$ cat config.mk
export PLATFORM = sky130hd
export DESIGN_NAME = uart_rx_fifo
export DESIGN_NICKNAME = d
export VERILOG_FILES = /design/src/rtl/uart_rx_fifo.sv
export SDC_FILE = /design/constraint.sdc
export NUM_CORES = 1
export LEC_CHECK = 0
export BUFFER_PORTS_ARGS = -buffer_cell sky130_fd_sc_hd__buf_4
export CAP_MARGIN = 30
export CORE_UTILIZATION = 45
export CTS_CLUSTER_DIAMETER = 50
export DETAILED_ROUTE_END_ITERATION = 8
export GPL_ROUTABILITY_DRIVEN = 1
export SETUP_SLACK_MARGIN = 0.5
export SYNTH_ARGS = -nofsm -noshare
export SYNTH_HDL_FRONTEND = slang
export SYNTH_SLANG_ARGS = --single-unit
$ cat constraint.sdc
create_clock -name clk -period 2.55 [get_ports clk]
set_input_delay 0.1275 -clock clk [delete_from_list [all_inputs] [get_ports clk]]
set_output_delay 0.1275 -clock clk [all_outputs]
set_load 0.03 [all_outputs]
$ cat src/rtl/uart_rx_fifo.sv
// rtl/uart_rx_fifo.sv - FWFT byte FIFO behind uart_rx; UART_RX_FIFO_OVERWRITE_EN selects overwrite-oldest on overflow
module uart_rx_fifo #(
  parameter int DEPTH = 16,
  parameter int WIDTH = 8,
  localparam int AW = $clog2(DEPTH)
) (
  input  logic             clk,
  input  logic             reset_n,
  input  logic [WIDTH-1:0] rx_data,
  input  logic             rx_done,
  output logic [WIDTH-1:0] m_data,
  output logic             m_valid,
  input  logic             m_ready,
  output logic [AW:0]      count,
  output logic             full,
  output logic             empty,
  output logic             overflow,
  input  logic             ovf_clr
);

  logic [WIDTH-1:0] mem [DEPTH];
  logic [AW-1:0]    wr_ptr;
  logic [AW-1:0]    rd_ptr;
  logic             rx_done_q;
  logic             push;
  logic             pop;
  logic             ovf_event;
  logic             wr_en;
  logic             rd_adv;
  logic             cnt_inc;
  logic             cnt_dec;

  assign push      = rx_done & ~rx_done_q;
  assign pop       = m_valid & m_ready;
  assign full      = (count == (AW+1)'(DEPTH));
  assign empty     = (count == '0);
  assign m_valid   = ~empty;
  assign m_data    = mem[rd_ptr];
  assign ovf_event = push & full & ~pop;

`ifdef UART_RX_FIFO_OVERWRITE_EN
  // Overwrite: the oldest entry is dropped by advancing rd_ptr alongside the write.
  assign wr_en  = push;
  assign rd_adv = pop | ovf_event;
`else
  assign wr_en  = push & (~full | pop);
  assign rd_adv = pop;
`endif

  // Count only moves on an unpaired push or pop; a push while full never grows it.
  assign cnt_inc = push & ~full & ~pop;
  assign cnt_dec = pop & ~push;

  always_ff @(posedge clk) begin
    if (wr_en) begin
      mem[wr_ptr] <= rx_data;
    end
  end

  always_ff @(posedge clk or negedge reset_n) begin
    if (!reset_n) begin
      rx_done_q <= 1'b1;
      wr_ptr    <= '0;
      rd_ptr    <= '0;
      count     <= '0;
      overflow  <= 1'b0;
    end else begin
      rx_done_q <= rx_done;
      if (wr_en) begin
        wr_ptr <= wr_ptr + AW'(1);
      end
      if (rd_adv) begin
        rd_ptr <= rd_ptr + AW'(1);
      end
      if (cnt_inc) begin
        count <= count + (AW+1)'(1);
      end else if (cnt_dec) begin
        count <= count - (AW+1)'(1);
      end
      if (ovf_event) begin
        overflow <= 1'b1;
      end else if (ovf_clr) begin
        overflow <= 1'b0;
      end
    end
  end

endmodule

==> Word level (Yosys, flattened, before mapping) <==
Memory sizes are Yosys's and may differ from the RTL's.
Index checks and enable logic that the tools add are counted.
{ "totals": {"register_bits": 15, "ram_bits": 128, "out_inout_bits": 17, "word_cells": 34, "mem_count": 1} }
{ "memory_table": {"columns": ["memory", "depth", "word_bits", "rd", "rd_clocked_by_memory_dff", "wr", "line_no", "rtl"], "rows": [
  ["mem", 16, 8, 1, 0, 1, "21", "logic [WIDTH-1:0] mem [DEPTH];"]
]} }
{ "op_classes": {"add_sub_neg": 4, "eq_ne": 1, "n_mux": 6, "bitwise": 14, "reduce_logical": 3} }
{ "op_table": {"columns": ["operator", "n"], "rows": [
  ["5-bit two-way mux", 2],
  ["4-bit by 1-bit adder with 4-bit output, second input constant", 2],
  ["1-bit AND", 8],
  ["5-bit by 1-bit adder with 5-bit output, second input constant", 1],
  ["5-bit == test, second input constant", 1],
  ["5-bit zero test", 1],
  ["1-bit NOT", 5],
  ["5-bit by 1-bit subtractor with 5-bit output, second input constant", 1],
  ["1-bit two-way mux", 4],
  ["2-bit nonzero test", 2],
  ["1-bit bitwise OR", 1]
]} }

==> Longest topological paths before layout <==
{ "depth": {"ltp_word": 7, "depth_mapped": 8} }

==> Worst setup path before layout <==
No wires, ideal clock.
{ "synth_path": {"kind": "register to register", "startpoint": "register count[0]", "endpoint": "register count[3]", "arrival_ns": 2.726, "slack_ns": -0.314, "stages_incl_launch_ff": 9, "synth_period_minus_slack_ns": 2.864, "path_cell_list": "dfrtp_1 -> or4_1 -> buf_2 -> o211ai_1 -> ha_1 -> and3_1 -> or3_1 -> a32oi_1 -> o211ai_1"} }
{ "synth_via": {"elab_chain_len": 6} }
{ "synth_lines": {"columns": ["item", "line_no", "rtl"], "rows": [
  ["from (decl)", "14", "output logic [AW:0] count,"],
  ["from (signal assigned)", "76", "count <= count + (AW+1)'(1);"],
  ["from (signal assigned)", "78", "count <= count - (AW+1)'(1);"],
  ["branches (longest 6 deep; another with 5-bit by 1-bit subtractor with 5-bit output)", null, null]
]} }
Parallel ways; which one is timed is not known. The select of a mux whose other input is x is not followed.
A chain may end at the register's enable or synchronous reset.

==> Worst setup path after layout <==
Ends and elaborated chain as after synthesis.

==> qor.csv <==
stage,metric,value,unit
status,status,finished with violations,
status,violated checks,setup timing,
synthesis,proportion of netlist area held by the largest area contributor,64.3,%
synthesis,count of synthesis-stage warnings from yosys,0,
final_layout,Total Nets Final,393,
setup_path,Crit Reg-Reg Startpoint,count[0]$_DFFE_PN0P_,
sta,peak clock frequency supported by timing,387,MHz
sta,Fin. Hold Viols,0,
final_layout,area growth from synthesis to final layout,26.9,%
cts,clock latency of the later-clocked register in the worst-skew pair,0.42,ns
setup_path,startpoint types,flip-flop,
synthesis,number of flip-flops and latches in the synthesized netlist,143,
sta,skew final,0.00751,ns
place,RePlAce Congestion,0.842,
floorplanning,Ports,30,
sta,worst-margin pin slew,0.667,ns
floorplanning,total core area,0.0128,mm2
global_routing,wire length of the first global-routing pass,18.5,mm
global_routing,via count of the first global-routing pass,3086,
power,worst ir drop on vdd,0.553,mV
synthesis,number of synthesized flops with an enable pin,128,
power,total power after layout,9010,uW
global_routing,total overflow reported by the global router,0,
sta,Final Slew Violations,0,
synthesis,most frequent cell after synthesis,edfxtp_1,
place,count of buffers inserted at the top-level ports,29,
synthesis,synthesized netlist net count,319,
detailed_routing,DRT antenna net count,0,
floorplanning,# rows,41,
cts,CTS sink count,143,
detailed_routing,average wire per cell in the routed design,22.0,um
synthesis,Area contributors post-synth,"edfxtp_1 64%, mux4_1 13%, dfrtp_1 5.9%",
detailed_routing,Pre-Repair DR Iteration Count,4,
detailed_routing,starting DRC count in detailed routing,353,
floorplanning,total die area,0.0137,mm2
setup_path,required time at the endpoint of the critical path,2.84,ns
synthesis,synth cell count leaders,"128 x edfxtp_1, 30 x mux4_1, 17 x nor2_1",
floorplanning,starting density of the core,46.8,%
synthesis,Post-Syn Area,0.00597,mm2
sta,post-layout min period,2.59,ns
cts,CTS H-tree depth,4,
setup_path,beginning of the critical path,count[0]$_DFFE_PN0P_,
floorplanning,Die W,117,um
global_routing,pin count of the biggest net entering global routing,28,
detailed_routing,WL final,12.2,mm
global_routing,number of antenna violations at the first check in global routing,0,
sta,final setup fails,2,
sta,worst slew margin relative to its limit,55.5,%
synthesis,cell type with the highest aggregate area in the netlist,edfxtp_1,
synthesis,Gate Count Post-Synth,297,
cts,maximum buffer depth of the clock tree,2,
sta,Final WS setup,-0.0360,ns
cts,clock tree from TritonCTS,done,
setup_path,top fanout value on the critical path,4,
final_layout,number of antenna diodes,0,
run,number of max-cap violations,0,
hold_path,startpoint of the worst hold path,rx_data[4],
power,power density of the placed cells,1190,mW/mm2
synthesis,Synth Flop Type,edfxtp_1,
final_layout,number of fill cells in the layout,937,
cts,Clock Root Buffer,clkbuf_16,
final_layout,multi-input gate area in the final layout,0.00179,mm2
detailed_routing,total vias in the final route,3041,
global_routing,overall fraction of global-route tracks in use,19.7,%
synthesis,Synth cell types,43,
final_layout,share of cells above drive strength 1,46.9,%
setup_path,worst setup path category,flip-flop to flip-flop,
power,leakage power of the design,0.00260,uW
synthesis,mean post-synth cell area,20.1,um2
setup_path,kind of end point of the critical path,flip-flop,
synthesis,share of async-settable or async-resettable flops after synthesis,10.5,%
cts,clock-pin slew reported for the worst setup and hold paths after clock tree synthesis,0.06,ns
detailed_routing,vias per inst,5.47,
detailed_routing,post-detailed-route DRC marker count,0,
synthesis,sequential area share after synthesis,70.7,%
cts,number of buffers created by CTS,17,
place,HPWL reported at the end of detailed placement,7.13,mm
floorplanning,height of the die,117,um
place,worst setup slack before clock tree synthesis,-0.0909,ns
final_layout,FF/Latch Area,0.00422,mm2
hold_path,worst min-delay path class,input port to flip-flop,
setup_path,critical path arrival,2.88,ns
sta,final critical-path share of the clock period,101,%
sta,setup repair after global routing missed its margin,true,
[area by class of cell]
class	count	area share, %
multi-input cells	132	23.6
repair buffers	71	10.1
inverters	6	0.297
flip-flops and latches	143	55.7
clock inverters	13	1.68
well taps	172	2.84
clock buffers	19	5.71
[sequential cells by signal, indices dropped and copies added (netlist names)]
signal     flops
count          5
mem          128
overflow       1
rd_ptr         4
rx_done_q      1
wr_ptr         4
[path summary, 6_finish.rpt]
kind	endpoint	slack [ns]	cells past startpoint
max in group asynchronous	rx_done_q$_DFF_PN1_	2.20	2
min in group asynchronous	wr_ptr[1]$_DFFE_PN0P_	0.09	2
worst max-delay path	count[3]$_DFFE_PN0P_	-0.04	9
worst min-delay path	mem[0][4]$_DFFE_PP_	0.01	1
worst min register to register	overflow$_DFFE_PN0P_	0.54	2
worst max register to register	count[3]$_DFFE_PN0P_	-0.04	9
[worst max-delay path, cell delays in order, from the launching register on]
cell and delay [ns]:
dfrtp_2 0.41, or4_4 0.54, o211ai_1 0.19, buf_4 0.16, buf_6 0.11, ha_4 0.21, and3_4 0.17, or3_4 0.36
a32oi_1 0.19, o211ai_1 0.11
[timing repair]
action / 4_1_cts / 5_1_grt
pin swaps: 10 / 12
endpoints found under the hold margin: 17 / 0
endpoints found under the setup margin: 141 / 142
gates cloned: 5 / 0
hold buffers: 3 / 0
gates resized for setup: 78 / 18
buffers inserted: 12 / 7
[logic make-up (layout without fill, tap and decap cells)]
kind of cell | Yosys count | count (layout) | share of synthesized area [%]
adder cells (fa/ha/maj) | 9 | 9 | 2.01
XOR/XNOR | 8 | 8 | 1.17
buffers and inverters | 22 | 109 | 1.97
flip-flops | 143 | 143 | 70.7
multiplexers | 43 | 43 | 17.5
AO/OA/AOI/OAI | 22 | 22 | 2.72
AND/OR/NAND/NOR | 50 | 50 | 3.98
[metrics by stage]
step	util, %	setup TNS, ns	hold WS, ns	instance area (um2)	instances
finish	59.3	-0.0657	0.0121	7580	556
CTS	58.2	-0.106	0.00378	7430	549
global route	59.3	-0.275	0.0125	7580	556
global placement	50.8	-0.0138	-0.000264	6480	497
floorplan	-	-0.412	-0.168	6030	297
detailed placement	50.8	-0.166	-0.00112	6480	497
[cells in the final DEF (no fill, tap or decap), types with 4 or more instances in the layout]
cell type,netlist,layout
buf_12,0,5
buf_16,0,5
buf_4,0,41
buf_6,3,17
clkbuf_16,0,17
dfrtp_1,14,11
edfxtp_1,128,128
ha_1,8,6
inv_1,6,5
inv_6,0,5
mux4_2,10,38
nand2_1,12,6
nand2_2,0,4
nor2_1,17,5
nor2_4,0,11
nor3_4,0,4
xnor2_1,4,4
[where the power goes]
part | switching, uW | total [uW] | internal, uW
Clock | 976 | 2330 | 1360
Combinational | 1760 | 3650 | 1880
Sequential | 266 | 3040 | 2770
Total | 3000 | 9010 | 6010
[per-layer routing]
layer	routed length (um)	track usage (%)	vias up
met1	5730	28.3	1593
li1	-	-	1363
met2	5750	29.1	69
met5	0	0	-
met4	177	7.85	0
met3	576	4.84	16
Note: power is estimated with default switching activity, not from simulation.
